<file path="src/rtl/ram_port_arbiter_if.sv">
// Request/response bundle for one requester of ram_port_arbiter.
// The arbiter takes the slave side and the requester takes the master side.
interface ram_port_arbiter_if #(
   parameter int DBITS = 8,
   parameter int ABITS = 12
);
   logic             req_valid;
   logic             req_ready;
   logic             req_we;
   logic [ABITS-1:0] req_addr;
   logic [DBITS-1:0] req_wdata;
   logic             resp_valid;
   logic [DBITS-1:0] resp_rdata;

   modport master (
      output req_valid,
      output req_we,
      output req_addr,
      output req_wdata,
      input  req_ready,
      input  resp_valid,
      input  resp_rdata
   );

   modport slave (
      input  req_valid,
      input  req_we,
      input  req_addr,
      input  req_wdata,
      output req_ready,
      output resp_valid,
      output resp_rdata
   );
endinterface

</file>
<file path="src/rtl/ram_port_arbiter.sv">
// Round-robin arbiter sharing RAM port 0 between requesters m0 and m1.
// Define RAM_ARB_ZERO_INIT_EN to zero-fill the whole RAM after reset.
module ram_port_arbiter #(
   parameter int DBITS = 8,
   parameter int ABITS = 12
) (
   input  logic              clk,
   input  logic              rst,
   ram_port_arbiter_if.slave m0,
   ram_port_arbiter_if.slave m1,
   output logic [ABITS-1:0]  ram_addr0,
   output logic              ram_re0,
   output logic              ram_we0,
   output logic [DBITS-1:0]  ram_wr0,
   input  logic [DBITS-1:0]  ram_rd0,
   output logic              init_done
);

   logic run_w;
   logic g0_w;
   logic g1_w;
   // 1 = m1 was granted last, so m0 wins the next tie
   logic rr_last_q, rr_last_d;
   logic rv0_q, rv0_d;
   logic rv1_q, rv1_d;
   logic init_done_q, init_done_d;

`ifdef RAM_ARB_ZERO_INIT_EN
   typedef enum logic {
      ST_INIT,
      ST_RUN
   } state_e;

   localparam logic [ABITS-1:0] LAST = '1;

   state_e           state_q, state_d;
   logic [ABITS-1:0] cnt_q, cnt_d;
   logic             ini_w;

   assign run_w = (state_q == ST_RUN) & ~rst;
   assign ini_w = (state_q == ST_INIT) & ~rst;

   always_comb begin
      state_d     = state_q;
      cnt_d       = cnt_q;
      init_done_d = init_done_q;
      if (state_q == ST_INIT) begin
         if (cnt_q == LAST) begin
            state_d     = ST_RUN;
            init_done_d = 1'b1;
         end else begin
            cnt_d = cnt_q + 1'b1;
         end
      end
   end
`else
   assign run_w       = ~rst;
   assign init_done_d = 1'b1;
`endif

   assign g0_w = run_w & m0.req_valid
               & (~m1.req_valid | rr_last_q);
   assign g1_w = run_w & m1.req_valid
               & (~m0.req_valid | ~rr_last_q);

   always_comb begin
      rr_last_d = rr_last_q;
      if (g1_w) begin
         rr_last_d = 1'b1;
      end else if (g0_w) begin
         rr_last_d = 1'b0;
      end
   end

   assign rv0_d = g0_w & ~m0.req_we;
   assign rv1_d = g1_w & ~m1.req_we;

   always_comb begin
      ram_addr0 = '0;
      ram_re0   = 1'b0;
      ram_we0   = 1'b0;
      ram_wr0   = '0;
      if (g0_w) begin
         ram_addr0 = m0.req_addr;
         ram_re0   = ~m0.req_we;
         ram_we0   = m0.req_we;
         ram_wr0   = m0.req_wdata;
      end else if (g1_w) begin
         ram_addr0 = m1.req_addr;
         ram_re0   = ~m1.req_we;
         ram_we0   = m1.req_we;
         ram_wr0   = m1.req_wdata;
      end
`ifdef RAM_ARB_ZERO_INIT_EN
      if (ini_w) begin
         ram_addr0 = cnt_q;
         ram_we0   = 1'b1;
      end
`endif
   end

   always_ff @(posedge clk) begin
      if (rst) begin
         rr_last_q   <= 1'b1;
         rv0_q       <= 1'b0;
         rv1_q       <= 1'b0;
         init_done_q <= 1'b0;
`ifdef RAM_ARB_ZERO_INIT_EN
         state_q     <= ST_INIT;
         cnt_q       <= '0;
`endif
      end else begin
         rr_last_q   <= rr_last_d;
         rv0_q       <= rv0_d;
         rv1_q       <= rv1_d;
         init_done_q <= init_done_d;
`ifdef RAM_ARB_ZERO_INIT_EN
         state_q     <= state_d;
         cnt_q       <= cnt_d;
`endif
      end
   end

   assign m0.req_ready  = g0_w;
   assign m1.req_ready  = g1_w;
   // a response in flight when reset arrives is suppressed
   assign m0.resp_valid = rv0_q & ~rst;
   assign m1.resp_valid = rv1_q & ~rst;
   assign m0.resp_rdata = ram_rd0;
   assign m1.resp_rdata = ram_rd0;
   assign init_done     = init_done_q & ~rst;

endmodule

</file>
<file path="src/flat_wrapper.sv">
// flat-port wrapper written by rule: the top's interface ports become plain ports
module ram_port_arbiter_flat 
#(
   parameter int DBITS = 8,
   parameter int ABITS = 12
)
  (clk, rst, ram_addr0, ram_re0, ram_we0, ram_wr0, ram_rd0, init_done, m0_req_valid, m0_req_we, m0_req_addr, m0_req_wdata, m0_req_ready, m0_resp_valid, m0_resp_rdata, m1_req_valid, m1_req_we, m1_req_addr, m1_req_wdata, m1_req_ready, m1_resp_valid, m1_resp_rdata);
  ram_port_arbiter_if #(.DBITS(DBITS), .ABITS(ABITS)) m0_i ();
  ram_port_arbiter_if #(.DBITS(DBITS), .ABITS(ABITS)) m1_i ();
  input  logic clk;
  input  logic rst;
  output logic [ABITS-1:0] ram_addr0;
  output logic ram_re0;
  output logic ram_we0;
  output logic [DBITS-1:0] ram_wr0;
  input  logic [DBITS-1:0] ram_rd0;
  output logic init_done;
  input wire logic [$bits(m0_i.req_valid)-1:0] m0_req_valid;
  input wire logic [$bits(m0_i.req_we)-1:0] m0_req_we;
  input wire logic [$bits(m0_i.req_addr)-1:0] m0_req_addr;
  input wire logic [$bits(m0_i.req_wdata)-1:0] m0_req_wdata;
  output wire logic [$bits(m0_i.req_ready)-1:0] m0_req_ready;
  output wire logic [$bits(m0_i.resp_valid)-1:0] m0_resp_valid;
  output wire logic [$bits(m0_i.resp_rdata)-1:0] m0_resp_rdata;
  input wire logic [$bits(m1_i.req_valid)-1:0] m1_req_valid;
  input wire logic [$bits(m1_i.req_we)-1:0] m1_req_we;
  input wire logic [$bits(m1_i.req_addr)-1:0] m1_req_addr;
  input wire logic [$bits(m1_i.req_wdata)-1:0] m1_req_wdata;
  output wire logic [$bits(m1_i.req_ready)-1:0] m1_req_ready;
  output wire logic [$bits(m1_i.resp_valid)-1:0] m1_resp_valid;
  output wire logic [$bits(m1_i.resp_rdata)-1:0] m1_resp_rdata;
  assign m0_i.req_valid = m0_req_valid;
  assign m0_i.req_we = m0_req_we;
  assign m0_i.req_addr = m0_req_addr;
  assign m0_i.req_wdata = m0_req_wdata;
  assign m0_req_ready = m0_i.req_ready;
  assign m0_resp_valid = m0_i.resp_valid;
  assign m0_resp_rdata = m0_i.resp_rdata;
  assign m1_i.req_valid = m1_req_valid;
  assign m1_i.req_we = m1_req_we;
  assign m1_i.req_addr = m1_req_addr;
  assign m1_i.req_wdata = m1_req_wdata;
  assign m1_req_ready = m1_i.req_ready;
  assign m1_resp_valid = m1_i.resp_valid;
  assign m1_resp_rdata = m1_i.resp_rdata;
  ram_port_arbiter #(.DBITS(DBITS), .ABITS(ABITS)) u_core (.clk(clk), .rst(rst), .m0(m0_i), .m1(m1_i), .ram_addr0(ram_addr0), .ram_re0(ram_re0), .ram_we0(ram_we0), .ram_wr0(ram_wr0), .ram_rd0(ram_rd0), .init_done(init_done));
endmodule
</file>
<file path="config.mk">
export PLATFORM = sky130hd
export DESIGN_NAME = ram_port_arbiter_flat
export DESIGN_NICKNAME = d
export VERILOG_FILES = /design/src/rtl/ram_port_arbiter_if.sv /design/src/rtl/ram_port_arbiter.sv /design/src/flat_wrapper.sv
export SDC_FILE = /design/constraint.sdc
export NUM_CORES = 1
export LEC_CHECK = 0
export CAP_MARGIN = 20
export CORE_UTILIZATION = 22
export CTS_BUF_LIST = sky130_fd_sc_hd__clkbuf_16
export DETAILED_ROUTE_END_ITERATION = 6
export PLACE_DENSITY = 0.79
export SLEW_MARGIN = 20
export SYNTH_ARGS = -nofsm -noshare
export SYNTH_HDL_FRONTEND = slang
export SYNTH_SLANG_ARGS = --single-unit
</file>
<file path="constraint.sdc">
create_clock -name clk -period 1.22 [get_ports clk]
set_input_delay 0.244 -clock clk [delete_from_list [all_inputs] [get_ports clk]]
set_output_delay 0.244 -clock clk [all_outputs]
set_load 0.005 [all_outputs]
</file>
==> results <==
logic make-up after synthesis:
logic type,synth area share [%]
buffers and inverters,30.3
AND/OR/NAND/NOR,22.9
AO/OA/AOI/OAI,33.9
flip-flops,12.9
flip-flops by register name, indices dropped and copies added, names as in the netlist:
name and count:
u_core.rr_last_q 1, u_core.rv0_q 1, u_core.rv1_q 1, u_core.init_done_q 1
power groups by stage:
stage | clock network [mW] | registers [mW] | logic (mW)
after global routing | 0.531 | 0.144 | 0.565
final | 0.512 | 0.144 | 0.527
after floorplan | 0 | 0.144 | 0.185
after global placement | 0 | 0.144 | 0.443
after CTS | 0.520 | 0.144 | 0.513
after detailed placement | 0 | 0.145 | 0.452
layer usage:
| layer | share of wire (%) | routed length [um] | GRT usage (%) | vias up |
|---|---|---|---|---|
| met3 | 7.7 | 227 | 5.39 | 15 |
| li1 | - | - | - | 472 |
| met4 | 2.5 | 73 | 10.0 | 0 |
| met5 | 0 | 0 | 0 | - |
| met1 | 36 | 1050 | 17.1 | 438 |
| met2 | 54 | 1590 | 38.4 | 51 |
worst min path at each step:
stage / to
2_1_floorplan: u_core.rv1_q
3_3_place_gp: m1_resp_rdata[6]
3_5_place_dp: m1_resp_rdata[6]
4_1_cts: u_core.init_done_q
5_1_grt: u_core.init_done_q
6_report: u_core.init_done_q
cell usage in the layout (no fill, tap or decap), types with 2 or more instances in the layout:
| master | instances |
|---|---|
| nor2b_1 | 3 |
| a32oi_2 | 4 |
| dlygate4sd2_1 | 5 |
| dfxtp_1 | 3 |
| clkbuf_16 | 3 |
| clkdlybuf4s50_1 | 42 |
| buf_2 | 23 |
| nand2_2 | 2 |
| nor2_1 | 22 |
| buf_6 | 20 |
| a32oi_1 | 17 |
| buf_12 | 2 |
| buf_4 | 12 |
cell type report:
class | count | area [um2] | area share (%)
repair buffers | 107 | 982 | 62.1
flip-flops and latches | 4 | 81.3 | 5.14
multi-input cells | 55 | 399 | 25.2
clock buffers | 3 | 75.1 | 4.74
inverters | 2 | 7.51 | 0.474
well taps | 30 | 37.5 | 2.37
stage by stage:
| step | power, mW | hold WS [ns] | instance area [um2] |
|---|---|---|---|
| floorplan | 0.329 | 0.316 | 623 |
| finish | 1.18 | 0.363 | 1580 |
| global placement | 0.587 | 0.488 | 1350 |
| global route | 1.24 | 0.375 | 1580 |
| CTS | 1.18 | 0.462 | 1550 |
| detailed placement | 0.597 | 0.488 | 1350 |
repair_timing:
action                                  CTS  global route
setup buffers                            16             2
gates cloned                              2             0
pin swaps                                26             9
gates resized for setup                 125             6
endpoints found under the setup margin   27            26
worst register-to-register path, delay by kind of cell, from the launching register on:
kind,cells,cell delay [ns]
AND/OR/NAND/NOR,3,0.35
buffers and inverters,2,0.25
flip-flops,1,0.35
==> impl_results.md <==
* Outcome: finished with violations
* Failing checks: negative setup slack
* Die W at 55.2 um
* Stages on worst setup path at 5
* TNS Setup at -7.99 ns
* DR vias/cell at 4.86
* Initial Utilization at 24.3%
* Layout cells sized above 1 at 43.3%
* Clock Sinks at 4
* Gate power share at 44.6%
* First-pass GRT wire length at 4640 um
* Max Cap Viol at 0
* DRT Pass-1 Iters at 4
* Worst Hold Class: in2reg
* Post-synth EDFFs at 0
* Worst Path Required at 0.98 ns
* Cell variety after synth at 17
* Top cells by count, synth: 23 x nor2_1, 21 x a32oi_1, 18 x buf_4
* Maximum VDD drop at 650 uV
* Later-pin clock latency in the skew report at 0.22 ns
* Clk buf depth at 2
* Period utilisation layout at 134%
* TritonCTS clock tree: built
* Switching power at 0.278 mW
* Die area at 0.00305 mm2
* # port buffers at 72
* Die H at 55.2 um
* Worst Path Buf+Inv at 2
* Ant. Diodes at 0
* FILL cells at 235
* Power Dens Cells at 748 mW/mm2
* Area contributors post-synth: a32oi_1 30%, buf_4 22%, nor2_1 14%
* Largest net degree at the start of global routing at 14
* Pint at 0.905 mW
* Setup crit start kind: register
* Worst Hold Depth at 3
* Cell with the most instances after synthesis: nor2_1
* FF+latch count, synth at 4
* DRC at 0
* Layout Nets at 227
* DP HPWL at 2130 um
* Switching Share at 23.5%
* Initial DRC count at 11
* Final setup fails at 24
* Achievable Freq at 612 MHz
* WL per Instance at 14.7 um
* Initial antenna violation count at 0
* Root Buffer: clkbuf_16
* Setup WS post-layout at -0.414 ns
* Slew HR at 86.5%
* R2R Path End: u_core.rv0_q
* Placed insts at 179
* Hold Buf Count CTS at 0
* Skew final at 0.000388 ns
* Post-synth ARST share at 0%
* Area share of the largest cell type after synthesis at 29.5%
* CP endpoint kind: output port
* Gr ovfl total at 0
* Standard-cell rows at 18
* CP Class: reg2out
* Vias in the first global route at 1025
* Cell accounting for the most synthesized area: a32oi_1
* Core Box Area at 0.00257 mm2
* Critical Path Source: u_core.rr_last_q
* Clk pwr share at 43.3%
* R2R depth at 5
* Post-DRT Antenna Nets at 0
* Final GP Congestion at 0.793
* Netlist Area Pre-Place at 623 um2
* RSZ-0062 raised after global routing: true
* Final Critical Period at 1.63 ns
* Area grow syn2layout at 154%
* IO Pins at 97
* Worst-path clk slew at 0.03 ns
* Least-Margin Pin Slew at 0.201 ns
* Worst-path cell chain: nand2b_4, bufbuf_16, a32oi_2, nor2_1, buf_2
* Slew Limit Fails at 0
* Syn Area/Cell at 7.25 um2
* Critical Path End: ram_wr0[4]
* Seq/Total Area, Yosys at 12.9%
* Slowest library cell on the worst path: dfxtp_2
* Post-Layout Cell Count at 201
* Ys Warns at 0
* GRT Util Overall at 19.2%
* Crit-path max FO at 5
* Critical Path Max Stage Delay at 0.33 ns
* Via count at 976
* CTS Buf Count at 3
* Setup Slack @ Placement at -0.876 ns
* P_leak at 0.741 nW
* R2R setup slack at 0.19 ns
* Cells after Synth at 86
* Hold Startpoint: rst
* Flop pwr share at 12.1%
* Worst EP arrival at 1.39 ns
* Routed wire length at 2950 um
* Final Util at 61.6%
* Synth Flop Type: dfxtp_1
* Mapped Nets at 140
* Beginning of the worst register-to-register path: u_core.rr_last_q
* Hold Fails Final Rpt at 0
* Htree depth at 1
* CP delay by family, top: buffers and inverters
No activity file was read; power rests on OpenSTA's default activity.
